===== src/rtl/imem_loader.sv =====
// -----------------------------------------------------------------------------
// imem_loader
//
// Writer side of the 32-bit instruction memory. A byte stream arrives over a
// valid/ready handshake: a 16-bit big-endian word count N (1..DEPTH), then
// 4*N payload bytes. Each group of four bytes is assembled big-endian and
// written to consecutive word-aligned byte addresses starting at 0. The CPU
// is held in stall for as long as the loader is not idle.
//
// Optional feature (define IMEM_LOADER_CHECKSUM_EN):
//   One extra byte follows the payload. It must equal the XOR of all payload
//   bytes. A match completes the load and a mismatch flags an error. Words
//   that were already written are left in memory either way.
//
// Ports:
//   clk       in   system clock, all state on the rising edge
//   reset     in   asynchronous active-high reset
//   start     in   one-cycle pulse, begins a load when idle (ignored otherwise)
//   rx_data   in   [7:0] incoming byte
//   rx_valid  in   rx_data is valid
//   rx_ready  out  loader accepts a byte this cycle (combinational from state)
//   wr_en     out  one-cycle memory write strobe
//   wr_addr   out  [AW-1:0] byte address of the write, bits [1:0] always 0
//   wr_data   out  [31:0] word to write
//   cpu_hold  out  CPU must stall (loader not idle)
//   busy      out  copy of cpu_hold for status/LED use
//   done      out  one-cycle pulse on successful completion
//   error     out  sticky error flag, cleared by the next accepted start
//   word_cnt  out  [10:0] words written in the current/last load
// -----------------------------------------------------------------------------
module imem_loader #(
  parameter int DEPTH = 1024,
  parameter int AW    = 12
) (
  input  logic          clk,
  input  logic          reset,
  input  logic          start,
  input  logic [7:0]    rx_data,
  input  logic          rx_valid,
  output logic          rx_ready,
  output logic          wr_en,
  output logic [AW-1:0] wr_addr,
  output logic [31:0]   wr_data,
  output logic          cpu_hold,
  output logic          busy,
  output logic          done,
  output logic          error,
  output logic [10:0]   word_cnt
);

  // S_FLUSH is the single cycle in which the last word's write strobe is on
  // the bus. No byte is accepted there, so any trailing byte on the link
  // waits for the checksum state or is left for the next load.
`ifdef IMEM_LOADER_CHECKSUM_EN
  typedef enum logic [2:0] {
    S_IDLE, S_HDR_H, S_HDR_L, S_PAYLOAD, S_FLUSH, S_CSUM, S_DONE, S_ERR
  } state_t;
`else
  typedef enum logic [2:0] {
    S_IDLE, S_HDR_H, S_HDR_L, S_PAYLOAD, S_FLUSH, S_DONE, S_ERR
  } state_t;
`endif

  localparam logic [15:0] DEPTH_N = 16'(DEPTH);

  state_t       state;
  state_t       next_state;

  logic [15:0]  n_words;    // header word count
  logic [1:0]   byte_idx;   // position of the next payload byte in its word
  logic [23:0]  word_sr;    // first three bytes of the word being assembled
`ifdef IMEM_LOADER_CHECKSUM_EN
  logic [7:0]   csum_acc;   // running XOR of payload bytes
`endif

  logic [15:0]  hdr_n;
  logic         hdr_bad;
  logic         word_done;
  logic         last_word;

  // The full count is formed in the cycle the low header byte arrives, so the
  // range decision is made before that byte is even registered.
  assign hdr_n   = {n_words[15:8], rx_data};
  assign hdr_bad = (hdr_n == 16'd0) || (hdr_n > DEPTH_N);

  // rx_ready is constant 1 in PAYLOAD, so rx_valid alone qualifies a byte
  // there. This also keeps rx_ready out of its own fan-in.
  assign word_done = (state == S_PAYLOAD) && rx_valid && (byte_idx == 2'd3);
  assign last_word = (({5'd0, word_cnt} + 16'd1) == n_words);

  assign cpu_hold = (state != S_IDLE);
  assign busy     = cpu_hold;
  assign done     = (state == S_DONE);

  // NOTE: sequential state is updated with non-blocking assignments so every
  // register samples pre-edge values regardless of block ordering.
  always_ff @(posedge clk or posedge reset) begin
    if (reset) begin
      state <= S_IDLE;
    end else begin
      state <= next_state;
    end
  end

  // NOTE: every output of this block gets a default first; a path that left
  // one unassigned would infer a latch.
  always_comb begin
    next_state = state;
    rx_ready   = 1'b0;
    case (state)
      S_IDLE: begin
        if (start) next_state = S_HDR_H;
      end
      S_HDR_H: begin
        rx_ready = 1'b1;
        if (rx_valid) next_state = S_HDR_L;
      end
      S_HDR_L: begin
        rx_ready = 1'b1;
        if (rx_valid) next_state = hdr_bad ? S_ERR : S_PAYLOAD;
      end
      S_PAYLOAD: begin
        rx_ready = 1'b1;
        if (word_done && last_word) next_state = S_FLUSH;
      end
      S_FLUSH: begin
`ifdef IMEM_LOADER_CHECKSUM_EN
        next_state = S_CSUM;
`else
        next_state = S_DONE;
`endif
      end
`ifdef IMEM_LOADER_CHECKSUM_EN
      S_CSUM: begin
        rx_ready = 1'b1;
        if (rx_valid) next_state = (rx_data == csum_acc) ? S_DONE : S_ERR;
      end
`endif
      S_DONE:  next_state = S_IDLE;
      S_ERR:   next_state = S_IDLE;
      default: next_state = S_IDLE;
    endcase
  end

  // Datapath. There is no storage array here, only control registers, and
  // all of them take a defined value on reset so an aborted load leaves the
  // outputs clean.
  always_ff @(posedge clk or posedge reset) begin
    if (reset) begin
      wr_en    <= 1'b0;
      wr_addr  <= '0;
      wr_data  <= '0;
      word_cnt <= '0;
      error    <= 1'b0;
      n_words  <= '0;
      byte_idx <= '0;
      word_sr  <= '0;
`ifdef IMEM_LOADER_CHECKSUM_EN
      csum_acc <= '0;
`endif
    end else begin
      wr_en <= 1'b0;

      // Step to the next word address once the strobe has been presented.
      // After the final word the address is left where it was, so a load of
      // DEPTH words never wraps the address back to 0.
      if (wr_en && ({5'd0, word_cnt} != n_words)) begin
        wr_addr <= wr_addr + AW'(4);
      end

      case (state)
        S_IDLE: begin
          if (start) begin
            error    <= 1'b0;
            word_cnt <= '0;
            wr_addr  <= '0;
            byte_idx <= '0;
`ifdef IMEM_LOADER_CHECKSUM_EN
            csum_acc <= '0;
`endif
          end
        end
        S_HDR_H: begin
          if (rx_valid) n_words[15:8] <= rx_data;
        end
        S_HDR_L: begin
          if (rx_valid) n_words[7:0] <= rx_data;
        end
        S_PAYLOAD: begin
          if (rx_valid) begin
            word_sr  <= {word_sr[15:0], rx_data};
            byte_idx <= byte_idx + 2'd1;
`ifdef IMEM_LOADER_CHECKSUM_EN
            csum_acc <= csum_acc ^ rx_data;
`endif
            if (byte_idx == 2'd3) begin
              wr_en    <= 1'b1;
              wr_data  <= {word_sr, rx_data};
              word_cnt <= word_cnt + 11'd1;
            end
          end
        end
        default: ;
      endcase

      // Raised on entry to S_ERR and held until the next accepted start.
      if (next_state == S_ERR) error <= 1'b1;
    end
  end

endmodule


===== config.mk =====
export PLATFORM = sky130hd
export DESIGN_NAME = imem_loader
export DESIGN_NICKNAME = d
export VERILOG_FILES = /design/src/rtl/imem_loader.sv
export SDC_FILE = /design/constraint.sdc
export NUM_CORES = 1
export LEC_CHECK = 0
export ABC_AREA = 1
export CAP_MARGIN = 30
export CORE_ASPECT_RATIO = 2
export CORE_UTILIZATION = 54
export DETAILED_ROUTE_END_ITERATION = 8
export PLACE_DENSITY = 0.88
export SYNTH_ARGS = -nofsm -noshare
export SYNTH_HDL_FRONTEND = slang
export SYNTH_SLANG_ARGS = --single-unit

===== constraint.sdc =====
create_clock -name clk -period 3.8 [get_ports clk]
set_input_delay 0.57 -clock clk [delete_from_list [all_inputs] [get_ports clk]]
set_output_delay 0.57 -clock clk [all_outputs]
set_load 0.005 [all_outputs]

**Word-level counts from Yosys, hierarchy flattened**

Cells that the tools add are included.

- Register bits after elaboration: 102
- Input port bits: 12
- Word-level logic and storage cells: 69
- Output and inout port bits: 61

- Reductions and logical operators: 19
- Mux-type cells: 23
- Add/sub/neg operators: 4
- Eq/ne operators: 12
- $lt $le $gt $ge: 1

Operator list:

| cell | number |
|---|---|
| $mux 12 | 3 |
| $mux 11 | 3 |
| $pmux 11 s2 | 1 |
| $eq 12x16->1 | 1 |
| $gt 16x11->1 const B | 1 |
| $logic_not 16->1 | 1 |
| $ne 11x16->1 | 1 |
| $mux 3 | 5 |
| $pmux 3 s5 | 1 |
| $add 11x1->12 const B | 1 |
| $add 12x3->12 const B | 1 |
| $add 11x1->11 const B | 1 |
| $eq 3x3->1 const B | 3 |
| $reduce_and 2->1 | 4 |
| $mux 1 | 7 |
| $eq 3x2->1 const B | 2 |
| $reduce_and 3->1 | 2 |
| $reduce_bool 2->1 | 3 |
| $logic_and 1x1->1 | 4 |
| $mux 2 | 2 |
| $ne 2x2->1 const B | 2 |
| $pmux 2 s2 | 1 |
| $reduce_and 4->1 | 1 |
| $eq 3x1->1 const B | 1 |
| 7 further kinds | 7 |

**Longest topological paths before layout**

- Depth after elaboration: 9
- Gate-level depth with buffers: 12
- Mapped depth without buffers: 12

**Worst setup path before layout**

OpenSTA, ideal clock, no wires.

- Path kind: register to output
- From: register state[0]
- To: output cpu_hold
- Stages on the path, launching flop included: 6
- Arrival time: 1.040 ns
- Slack: 2.190 ns
- Path buffers: 1
- Path through: dfrtp_1 nor2_1 inv_1 nor2_1 inv_1 buf_4

- Word-level cells in the longest chain between the ends: 1

RTL lines:

| what | RTL line | RTL |
|---|---|---|
| start: declaration | 66 | `state_t state;` |
| start signal: assignment | 101 | `state <= next_state;` |
| $reduce_bool 3->1 | 91 | `assign cpu_hold = (state != S_IDLE);` |
| end: declaration | 44 | `output logic cpu_hold,` |

No other way between the ends.

**Final worst setup path**

- From: register state[0]
- To: output busy

- Word-level cells in the longest chain between the ends: 1

RTL lines:

| what | RTL line | RTL |
|---|---|---|
| $reduce_bool 3->1 | 91 |  |
| end: declaration | 45 | `output logic busy,` |

No other way between the ends.

==> qor.csv <==
stage,metric,value,unit
outcome,status,completed,
critical_path,cp-start-kind,register,
sta,finClkSkew,0.009620,ns
sta,fin_crit,2.430,ns
synthesis,synth_seq_cells,100,
routing,ant_nets,0,
power,power.density,571.2,nW/um2
cts,cts_buffers,9,
min_path,whs_path_depth,2,
sta,fin_tns_setup,0,ns
critical_path,worstSetupPathType,register to output pin,
power,total_power,3354,uW
sta,final_hold_viol_count,0,
finish,final_util,68.37,%
global_routing,grt_max_degree,101,
critical_path,crit_path_cell_trace,nor2_1 -> inv_1 -> nor2_1 -> inv_1 -> clkdlybuf4s50_1,
routing,wl_met2,6.950,mm
cts,path_clk_slew,0.07,ns
routing,highest_layer,met4,
routing,wl_met3,548,um
sta,worst_pin_slew,0.9590,ns
placement,port_buffers,70,
synthesis,yosys_warnings,0,
routing,num_vias,4284,
synthesis,syn-cell-area,4776,um2
cts,cts_setup_buffers,0,
cts,root_buffer,clkbuf_16,
floorplanning,die_h,135.0,um
finish,final_nets,670,
synthesis,syn_avg_cell_area,8.095,um2
floorplanning,core,8588,um2
sta,hold_slack,0.4738,ns
critical_path,worst-path-buf-inv,3,
floorplanning,die_w,68.50,um
placement,place_congestion,0.9790,
job,drv_cap,0,
global_routing,grt_overflow_total,0,
power,leakage,0.002754,uW
min_path,min_from,wr_data[20]$_DFFE_PP0P_,
global_routing,grt_pass1_vias,4269,
critical_path,r2r_start,state[0]$_DFF_PP0_,
floorplanning,boundaryPins,73,
routing,wl,12.57,mm
routing,drt_iter0_markers,300,
cts,htree_levels,3,
placement,dp_slack,1.269,ns
synthesis,ys.flop_type,dfrtp_1,
critical_path,worstPathMaxFanout,4,
finish,register_area,2502,um2
finish,multiInputGateArea,1886,um2
min_path,hold_end,wr_data[20]$_DFFE_PP0P_,
sta,slew_headroom,36.07,%
cts,postCtsResizedCells,0,
sta,setup_viol,0,
floorplanning,initial_core_util,55.61,%
floorplanning,rows,48,
critical_path,timing.rr.end,word_cnt[5]$_DFFE_PP0P_,
finish,final_layout_size_suffix_gt1_share,5.909,%
critical_path,cp_slowest_cell,dfrtp_1,
finish,final_common_cell,nand2_1,
synthesis,ys_types,34,
placement,dp_hpwl,9.039,mm
critical_path,cp-end-kind,output pin,
sta,fin_crit_sh,63.95,%
synthesis,synthArstFlopShare,100.0,%
global_routing,grt_first_pass_wirelength,20.32,mm
min_path,min_path_type,register to register,
sta,slew_violations,0,
critical_path,cp.depth,5,
critical_path,cp_top_family,buffers and inverters,
sta,setup_slack,1.370,ns
synthesis,ys_seq_area_share,52.40,%
critical_path,worstPathRequired,3.23,ns
sta,rsz0062_at_grt,no,
sta,fmax,411.5,MHz
critical_path,critPathMaxStageDelay,0.47,ns
floorplanning,dieArea,9247,um2
power,irDropWorstVdd,445.6,uV
synthesis,postSynthCellCount,590,
routing,drtPass1Iterations,5,
global_routing,grt_use_total,30.49,%
cts,clock_latency,0.35,ns
routing,met1_length,4.286,mm
cts,clock-sinks,100,
global_routing,antenna_found_initial,0,
cts,cts.path.max_buffers,2,
synthesis,synth_edf_count,0,
critical_path,rrSetupSlack,1.60,ns
finish,num-fill-cells,664,
critical_path,reg2reg_depth,8,
finish,antenna_cells,0,
routing,drc,0,
cts,ctsHoldBuffers,0,
cts,tritoncts,done,
routing,via_per_inst,5.637,
routing,wire_per_inst,16.54,um
finish,syn_to_final_growth,22.95,%
finish,final_cell_mix,"176 x nand2_1, 100 x dfrtp_1, 73 x inv_1, 73 x o21ai_0, 70 x clkdlybuf4s50_1",
critical_path,worstPathArrival,1.86,ns
-- kinds of logic (layout without fill, tap and decap cells) --
logic type / Yosys count / after routing / share of synthesized area [%]
buffers and inverters: 97 / 166 / 8.200
AO/OA/AOI/OAI: 94 / 94 / 10.61
flip-flops: 100 / 100 / 52.40
AND/OR/NAND/NOR: 282 / 282 / 25.54
other: 1 / 2 / 0.07852
adder cells (fa/ha/maj): 3 / 3 / 0.7860
XOR/XNOR: 13 / 13 / 2.384
-- cell usage after synthesis, types with 2 or more instances --
cell type,number,area share (%)
nor2_1,43,3.4
buf_2,4,0.42
o21ai_0,73,7.6
o22ai_1,9,1.2
nor2_2,4,0.52
a22o_1,2,0.37
nand3b_1,2,0.31
xor2_1,9,1.7
nand3_1,36,3.8
nand2_1,176,14
dfrtp_1,100,52
nor4_1,2,0.26
nand2_2,3,0.39
ha_1,3,0.79
nor2_4,2,0.47
inv_1,74,5.8
inv_2,4,0.31
nor3_1,3,0.31
clkbuf_1,9,0.71
buf_4,4,0.63
xnor2_1,4,0.73
a21oi_1,4,0.42
nand4_1,7,0.92
o21ai_2,3,0.55
-- tightest hold or removal path, cell delays in order (launching register included) --
cell	delay, ns
dfrtp_1	0.35
nand2_1	0.05
nand2_1	0.04
-- sequential cells by signal, indices dropped and copies added, names as in the netlist --
register  cells
n_words      16
wr_addr      10
error         1
word_cnt     11
word_sr      24
byte_idx      2
wr_en         1
wr_data      32
state         3
-- per-layer routing --
layer / up-vias / track usage [%]
met1: 2069 / 32.70
met5: - / 0
li1: 1998 / -
met4: 0 / 23.03
met3: 48 / 5.068
met2: 169 / 50.93
-- report_power, final --
group	leakage (uW)	internal [uW]	switching (uW)
clock	0.000166	615	395
combinational	0.00127	314	551
sequential	0.00132	1310	172
-- area by class of cell --
cell class / count / area share (%)
Multi-Input combinational cell: 394 / 32.11
Sequential cell: 100 / 42.62
Timing Repair Buffer: 72 / 12.40
Inverter: 78 / 5.029
Clock buffer: 11 / 4.304
Clock inverter: 5 / 1.406
Tap cell: 100 / 2.131
-- per-stage QoR --
step | std cells | instance area [um2]
finish | 760 | 5872
global route | 760 | 5872
CTS | 760 | 5872
detailed placement | 744 | 5537
global placement | 744 | 5537
floorplan | 591 | 4780
-- worst max-delay path by stage --
stage | start | endpoint | slack (ns)
2_1_floorplan | reset | byte_idx[0]$_DFFE_PP0P_ | 0.61
3_3_place_gp | rx_valid | wr_data[25]$_DFFE_PP0P_ | 1.40
3_5_place_dp | rx_valid | wr_data[1]$_DFFE_PP0P_ | 1.27
4_1_cts | state[0]$_DFF_PP0_ | busy | 1.39
5_1_grt | state[0]$_DFF_PP0_ | busy | 1.28
6_report | state[0]$_DFF_PP0_ | busy | 1.37
No activity file was read; power rests on OpenSTA's default activity.
